### src/rtl/spi_pkg.sv
// Shared constants for the hashing-ASIC SPI link: frame geometry, mode, FSM
// state encodings and pin idle levels.
package spi_pkg;

    localparam int unsigned SPI_FRAME_BITS = 360;
    localparam int unsigned SPI_DIV        = 4;

    localparam logic SPI_CPOL = 1'b1;
    localparam logic SPI_CPHA = 1'b1;

    localparam int unsigned ST_W = 3;
    typedef logic [ST_W-1:0] spi_state_t;

    localparam logic [2:0] ST_IDLE  = 3'd0;
    localparam logic [2:0] ST_SETUP = 3'd1;
    localparam logic [2:0] ST_LOW   = 3'd2;
    localparam logic [2:0] ST_HIGH  = 3'd3;
    localparam logic [2:0] ST_HOLD  = 3'd4;
    localparam logic [2:0] ST_GAP   = 3'd5;

    localparam logic SCLK_IDLE = SPI_CPOL;
    localparam logic MOSI_IDLE = 1'b1;
    localparam logic CS_N_IDLE = 1'b1;

endpackage

### src/rtl/spi_master_if.sv
// Host-side request/response bundle of the SPI master.
interface spi_master_if
    import spi_pkg::*;
#(
    parameter int unsigned FRAME_BITS = SPI_FRAME_BITS
);
    logic                  start;
    logic [FRAME_BITS-1:0] tx_data;
    logic                  busy;
    logic                  done;
    logic [FRAME_BITS-1:0] rx_data;

    // master: the controller issuing frames; slave: the spi_master block itself
    modport master (output start, output tx_data, input busy, input done, input rx_data);
    modport slave  (input start, input tx_data, output busy, output done, output rx_data);
endinterface

### src/rtl/spi_half_tick.sv
// Half-period timer: one-cycle expire_c pulse every DIV clocks while enabled;
// held at its reload value while disabled so each state lasts exactly DIV clocks.
module spi_half_tick #(
    parameter int unsigned DIV = 4
) (
    input  logic clk,
    input  logic reset,
    input  logic en,
    output logic expire_c
);
    localparam int unsigned CW = $clog2(DIV) + 1;
    localparam logic [CW-1:0] RELOAD = CW'(DIV - 1);

    logic [CW-1:0] cnt_q;
    logic [CW-1:0] cnt_d;

    always_comb begin
        cnt_d    = cnt_q;
        expire_c = 1'b0;
        if (!en) begin
            cnt_d = RELOAD;
        end else if (cnt_q == '0) begin
            expire_c = 1'b1;
            cnt_d    = RELOAD;
        end else begin
            cnt_d = cnt_q - CW'(1);
        end
    end

    always_ff @(posedge clk or posedge reset) begin
        if (reset) cnt_q <= '0;
        else       cnt_q <= cnt_d;
    end
endmodule

### src/rtl/spi_master.sv
// SPI master, CPOL=1/CPHA=1: shifts one FRAME_BITS word out MSB-first on mosi
// while capturing FRAME_BITS bits from miso; all pins driven from flops.
module spi_master
    import spi_pkg::*;
#(
    parameter int unsigned FRAME_BITS = SPI_FRAME_BITS,
    parameter int unsigned DIV        = SPI_DIV
) (
    input  logic         clk,
    input  logic         reset,
    spi_master_if.slave  host,
    output logic         cs_n,
    output logic         sclk,
    output logic         mosi,
    input  logic         miso
);
    localparam int unsigned BW = $clog2(FRAME_BITS);
    localparam logic [BW-1:0] LAST_BIT = BW'(FRAME_BITS - 1);

    spi_state_t            state_q, state_d;
    logic [FRAME_BITS-1:0] tx_q, tx_d;
    logic [FRAME_BITS-1:0] rx_q, rx_d;
    logic [FRAME_BITS-1:0] rx_data_q, rx_data_d;
    logic [BW-1:0]         bit_cnt_q, bit_cnt_d;
    logic                  cs_n_q, cs_n_d;
    logic                  sclk_q, sclk_d;
    logic                  mosi_q, mosi_d;
    logic                  busy_q, busy_d;
    logic                  done_q, done_d;
    logic                  expire_c;

    spi_half_tick #(.DIV(DIV)) u_half_tick (
        .clk      (clk),
        .reset    (reset),
        .en       (state_q != ST_IDLE),
        .expire_c (expire_c)
    );

    always_comb begin
        state_d   = state_q;
        tx_d      = tx_q;
        rx_d      = rx_q;
        rx_data_d = rx_data_q;
        bit_cnt_d = bit_cnt_q;
        cs_n_d    = cs_n_q;
        sclk_d    = sclk_q;
        mosi_d    = mosi_q;
        busy_d    = busy_q;
        done_d    = 1'b0;

        unique case (state_q)
            ST_IDLE: begin
                if (host.start) begin
                    tx_d      = host.tx_data;
                    cs_n_d    = 1'b0;
                    busy_d    = 1'b1;
                    bit_cnt_d = '0;
                    state_d   = ST_SETUP;
                end
            end
            // Falling edge: present the next bit and consume it from the shifter
            ST_SETUP, ST_HIGH: begin
                if (expire_c) begin
                    sclk_d  = 1'b0;
                    mosi_d  = tx_q[FRAME_BITS-1];
                    tx_d    = {tx_q[FRAME_BITS-2:0], 1'b0};
                    state_d = ST_LOW;
                end
            end
            ST_LOW: begin
                if (expire_c) begin
                    sclk_d = 1'b1;
                    rx_d   = {rx_q[FRAME_BITS-2:0], miso};
                    if (bit_cnt_q == LAST_BIT) begin
                        state_d = ST_HOLD;
                    end else begin
                        bit_cnt_d = bit_cnt_q + BW'(1);
                        state_d   = ST_HIGH;
                    end
                end
            end
            ST_HOLD: begin
                if (expire_c) begin
                    cs_n_d    = CS_N_IDLE;
                    mosi_d    = MOSI_IDLE;
                    rx_data_d = rx_q;
                    done_d    = 1'b1;
                    state_d   = ST_GAP;
                end
            end
            ST_GAP: begin
                if (expire_c) begin
                    busy_d  = 1'b0;
                    state_d = ST_IDLE;
                end
            end
            default: state_d = ST_IDLE;
        endcase
    end

    always_ff @(posedge clk or posedge reset) begin
        if (reset) begin
            state_q   <= ST_IDLE;
            tx_q      <= '0;
            rx_q      <= '0;
            rx_data_q <= '0;
            bit_cnt_q <= '0;
            cs_n_q    <= CS_N_IDLE;
            sclk_q    <= SCLK_IDLE;
            mosi_q    <= MOSI_IDLE;
            busy_q    <= 1'b0;
            done_q    <= 1'b0;
        end else begin
            state_q   <= state_d;
            tx_q      <= tx_d;
            rx_q      <= rx_d;
            rx_data_q <= rx_data_d;
            bit_cnt_q <= bit_cnt_d;
            cs_n_q    <= cs_n_d;
            sclk_q    <= sclk_d;
            mosi_q    <= mosi_d;
            busy_q    <= busy_d;
            done_q    <= done_d;
        end
    end

    assign cs_n         = cs_n_q;
    assign sclk         = sclk_q;
    assign mosi         = mosi_q;
    assign host.busy    = busy_q;
    assign host.done    = done_q;
    assign host.rx_data = rx_data_q;
endmodule

### src/flat_wrapper.sv
// flat-port wrapper written by rule: the top's interface ports become plain ports
module spi_master_flat import spi_pkg::*;
#(
    parameter int unsigned FRAME_BITS = SPI_FRAME_BITS,
    parameter int unsigned DIV        = SPI_DIV
)
  (clk, reset, cs_n, sclk, mosi, miso, host_start, host_tx_data, host_busy, host_done, host_rx_data);
  spi_master_if #(.FRAME_BITS(FRAME_BITS)) host_i ();
  input  logic clk;
  input  logic reset;
  output logic cs_n;
  output logic sclk;
  output logic mosi;
  input  logic miso;
  input wire logic [$bits(host_i.start)-1:0] host_start;
  input wire logic [$bits(host_i.tx_data)-1:0] host_tx_data;
  output wire logic [$bits(host_i.busy)-1:0] host_busy;
  output wire logic [$bits(host_i.done)-1:0] host_done;
  output wire logic [$bits(host_i.rx_data)-1:0] host_rx_data;
  assign host_i.start = host_start;
  assign host_i.tx_data = host_tx_data;
  assign host_busy = host_i.busy;
  assign host_done = host_i.done;
  assign host_rx_data = host_i.rx_data;
  spi_master #(.FRAME_BITS(FRAME_BITS), .DIV(DIV)) u_core (.clk(clk), .reset(reset), .host(host_i), .cs_n(cs_n), .sclk(sclk), .mosi(mosi), .miso(miso));
endmodule
### config.mk
export PLATFORM = sky130hd
export DESIGN_NAME = spi_master_flat
export DESIGN_NICKNAME = d
export VERILOG_FILES = /design/src/rtl/spi_pkg.sv /design/src/rtl/spi_master_if.sv /design/src/rtl/spi_half_tick.sv /design/src/rtl/spi_master.sv /design/src/flat_wrapper.sv
export SDC_FILE = /design/constraint.sdc
export NUM_CORES = 2
export LEC_CHECK = 0
export ABC_AREA = 1
export BUFFER_PORTS_ARGS = -buffer_cell sky130_fd_sc_hd__clkbuf_2
export CAP_MARGIN = 20
export CORE_ASPECT_RATIO = 1.4
export CORE_MARGIN = 2
export CORE_UTILIZATION = 51
export DETAILED_ROUTE_END_ITERATION = 8
export HOLD_SLACK_MARGIN = 0.06
export PLACE_DENSITY = 0.76
export SLEW_MARGIN = 20
export SYNTH_ARGS = -nofsm -noshare
export SYNTH_HDL_FRONTEND = slang
export SYNTH_HIERARCHICAL = 1
export SYNTH_SLANG_ARGS = --single-unit
### constraint.sdc
create_clock -name clk -period 30.9 [get_ports clk]
set_input_delay 3.09 -clock clk [delete_from_list [all_inputs] [get_ports clk]]
set_output_delay 3.09 -clock clk [all_outputs]
set_load 0.02 [all_outputs]
== Yosys cells after proc, flatten, opt, wreduce, memory -nomap -nowiden ==
Index checks and enable logic that the tools add are counted.
Word-level totals
  word-level logic and storage cells: 73
  bits in registers: 1100
  input port bits: 364
Operators by class
  mux-type cells: 29
  equality and inequality tests: 12
  reduce and logical (&&, ||, !) cells: 19
  add/subtract/negate cells: 2
Operator list (count)
  $mux 360: 2
  $pmux 360 s2: 1
  $mux 9: 3
  $mux 3: 8
  $pmux 9 s2: 1
  $pmux 3 s5: 1
  $reduce_and 3->1: 5
  $reduce_bool 2->1: 6
  $add 9x1->9 const B: 1
  $eq 9x9->1 const B: 1
  $mux 1: 9
  $ne 2x1->1 const B: 4
  $pmux 1 s2: 4
  $eq 3x2->1 const B: 2
  $eq 3x3->1 const B: 2
  $logic_not 3->1: 2
  $reduce_and 5->1: 1
  $ne 2x2->1 const B: 2
  $reduce_and 2->1: 2
  $reduce_and 4->1: 1
  $eq 3x1->1 const B: 1
  $reduce_bool 3->1: 1
  $sub 3x1->3 const B: 1
  $reduce_or 2->1: 1

== Longest topological paths before layout ==
  depth in word-level cells: 5
  mapped depth: 14

== Cells and area by module ==
The synthesis kept the hierarchy.
Modules (own cells, without submodules)
  spi_master: seq. area each 27455.1 µm², cells an instance 5144, instances 1, area an instance 44825.5 µm²
  spi_half_tick: seq. area each 75.1 µm², cells an instance 20, instances 1, area an instance 171.4 µm²

== Worst setup path after synthesis ==
Ideal clock, no wire load.
  path kind: input -> register
  start: input host_start
  end: register u_core.tx_q[339]
  arrival time: 3.708 ns
  setup time: 0.130 ns
  stages on the path: 6
  slack: 27.062 ns
  data required time: 30.770 ns
  path through: nand2_1 nand2_4 buf_4 buf_2 nand2_1 o21ai_0
Between the ends
  cells in the longest elaborated chain, start to end: 2
Ends and longest elaborated chain
  start: declaration: RTL line flat_wrapper.sv:15  | input wire logic [$bits(host_i.start)-1:0] host_start;
  $ne 2x2->1 (no source line)
  $reduce_and 3->1 (no source line)
  end signal: assignment: RTL line spi_master.sv:115  | tx_q <= tx_d;
  end: declaration: RTL line spi_master.sv:21  | logic [FRAME_BITS-1:0] tx_q, tx_d;
Every way passes these cells.
A chain may end at the register's enable or synchronous reset.

==> metrics.cfg <==
[status]
status=finished, final reports clean

[clock_tree]
hold_buffers=0
post_cts_buffers=0
clkTransAtPathRegs_ns=0.06
clk_latency_ns=0.67
cts_tree=yes
htree_levels=3
clock_path_buffers=3
clock_sinks=1100
cts-resized-gates=0
cts-root-buf=clkbuf_16
cts_made_buffers=102

[floorplanning]
ios=729
coreArea_um2=87300
floorplan.initialDensity_pct=51.6
rows=128
dieArea_um2=90700
die_y_um=355
die_w_um=255

[synthesis]
yosysWarnings=6
syn_inst=5164
syn_avg_cell_area_um2=8.71
synthTopCellsByArea=dfrtp_1 61%, nand2_1 14%, o21ai_1 8.3%
synth_common_cells=1630 x nand2_1, 1097 x dfrtp_1, 744 x o21ai_1
yosys.area.top_type_share_pct=61.0
ys_ff_latch=1100
syn_area_um2=45000
synth_fp_nets=5531
yosysMostFrequentCell=nand2_1
synth_edf_count=0
ys_seq_area_share_pct=61.2
synth_area_leader_cell=dfrtp_1
synth_cell_types=27
synthFlopType=dfrtp_1
ys_async_sr_fraction_pct=100

[pwr]
pwr-share-comb_pct=24.4
p_seq_share_pct=44.2
swShare_pct=32.7
p_per_area_nw_per_um2=81.1
power_mw=4.26
p_leak_nw=26.5
p_switching_mw=1.39
internal-power_mw=2.87
peakVddDrop_v=0.0000749
clock_power_share_pct=31.4

[detailed_routing]
via_per_inst=5.05
first_iter_violations=3419
avgRoutedWirePerCell_um=16.3
drcViolationCount=0
dr.pass1.iters=6
finalWirelength_um=114000
drtAntennaViolNets=0
routed-via-count=35200

[worst_setup_path]
cp-start-kind=input port
critPathMaxFanout=182
arrival_ns=6.86
crit_type=input port to asynchronous set/reset pin
end_kind=asynchronous set/reset pin
worstPathRequired_ns=31.56

[sta]
slew_headroom_pct=24.8
skew_ns=0.0280
fin_crit_sh_pct=20.0
whs_ns=0.478
drv_slew=0
worstMarginPinSlew_ns=1.13
setup_tns_ns=0
setup_violations=0
hold_viol=0
grt_setup_unrepaired=false
fmax_mhz=161
fin_crit_ns=6.19

[placement]
place_hpwl_um=74600
dp.cells=6773
gp_congestion=0.848
port_buffers=728

[cells_and_area]
final_layout_size_suffix_gt1_share_pct=16.4
final_cells=6973
final_util_pct=60.2
fillerInstances=7357
syn2layout_area_growth_pct=16.7
finalNetCount=6076

[grt]
grt_pass1_vias=33800
grt-ovfl-total=0
antenna_found_initial=15
track_usage_pct=24.5
grt_start_max_net_pins=285
grt_pass1_wl_um=178000

[run]
drv_cap=0

[min_path]
hold_path_class=register to register

per-stage QoR:
step,setup slack (ns),cell area (µm²)
after global routing,24.02,52500
after detailed placement,23.66,48800
after floorplan,12.68,45000
final,24.71,52500
after CTS,24.33,52400
after global placement,23.76,48800
worst max-delay path: stages:
cell,delay (ns)
clkbuf_2,0.11
clkinvlp_4,0.34
buf_12,0.59
buf_4,0.80
buf_12,0.55
buf_4,0.88
cell type report:
class | count | area (µm²) | area share (%)
sequential | 1100 | 27500 | 52.4
multi-input combinational | 3125 | 13500 | 25.8
timing repair buffer | 757 | 4000 | 7.61
clock buffer | 141 | 2930 | 5.58
inverter | 623 | 2340 | 4.46
tap | 1170 | 1460 | 2.79
clock inverter | 49 | 706 | 1.34
antenna | 8 | 20.0 | 0.0381
registers in the layout, summed over array words and instances (netlist names):
signal and count:
u_core/bit_cnt_q 9, u_core/cs_n 1, u_core/host.busy 1, u_core/host.done 1, u_core/host.rx_data 360, u_core/mosi 1, u_core/rx_q 360, u_core/sclk 1
u_core/state_q 3, u_core/tx_q 360, u_core/u_half_tick/cnt_q 3
power by group through the flow:
| stage | Clock, mW | Combinational [mW] | Sequential [mW] |
|---|---|---|---|
| 2_1_floorplan | 0 | 0.835 | 1.89 |
| 3_3_place_gp | 0 | 0.988 | 1.90 |
| 3_5_place_dp | 0 | 1.02 | 1.90 |
| 4_1_cts | 1.37 | 1.04 | 1.88 |
| 5_1_grt | 1.42 | 1.20 | 1.91 |
| 6_report | 1.34 | 1.04 | 1.88 |
worst paths after layout:
check,startpoint,endpoint,slack [ns],cells past startpoint
max,reset,u_core/tx_q[280],24.71,6
min in group asynchronous,reset,u_core/u_half_tick/cnt_q[2],2.35,2
max in group clk,host_start,u_core/tx_q[174],24.73,8
max reg2reg,u_core/state_q[0],u_core/tx_q[174],25.38,13
min,u_core/host.rx_data[144],u_core/host.rx_data[144],0.48,2
min reg2reg,u_core/host.rx_data[144],u_core/host.rx_data[144],0.48,2
placed cells by master, fill, tap and decap left out, types with 2 or more instances in the layout:
cell / Yosys / layout
clkinv_16: 0 / 4
inv_2: 5 / 4
clkbuf_2: 0 / 728
nand2_4: 2 / 2
clkbuf_8: 0 / 21
buf_6: 14 / 2
nor2_1: 137 / 137
clkinv_2: 0 / 22
clkbuf_16: 0 / 103
nor2_2: 2 / 2
a21oi_1: 130 / 130
buf_4: 28 / 18
nand2_1: 1630 / 1629
o21ai_1: 744 / 744
o211ai_1: 2 / 2
nand2_2: 4 / 2
inv_1: 617 / 616
o21ai_0: 449 / 449
dfstp_2: 3 / 3
clkbuf_1: 77 / 17
clkinvlp_4: 0 / 9
nor3_1: 2 / 2
nand2_8: 0 / 3
dfrtp_1: 1097 / 1097
buf_16: 0 / 2
bufinv_16: 0 / 13
ha_1: 3 / 3
diode_2: 0 / 8
nand3_1: 15 / 15
buf_12: 0 / 7
kinds of logic after synthesis:
kind of cell | count (synthesis) | share of synthesized area (%)
compound gates | 1326 | 14.8
fa+ha+maj | 3 | 0.0834
buf+inv | 939 | 8.83
flops | 1100 | 61.2
simple gates | 1796 | 15.1
metal layers:
layer | track usage, % | vias to the layer above | part of all wire, %
met5 | 0 | - | 0.097
met4 | 9.56 | 16 | 3.5
met3 | 10.2 | 218 | 11
met2 | 38.2 | 1030 | 46
met1 | 30.3 | 16700 | 40
li1 | - | 17300 | -
Power figures use the tool's default switching activity.
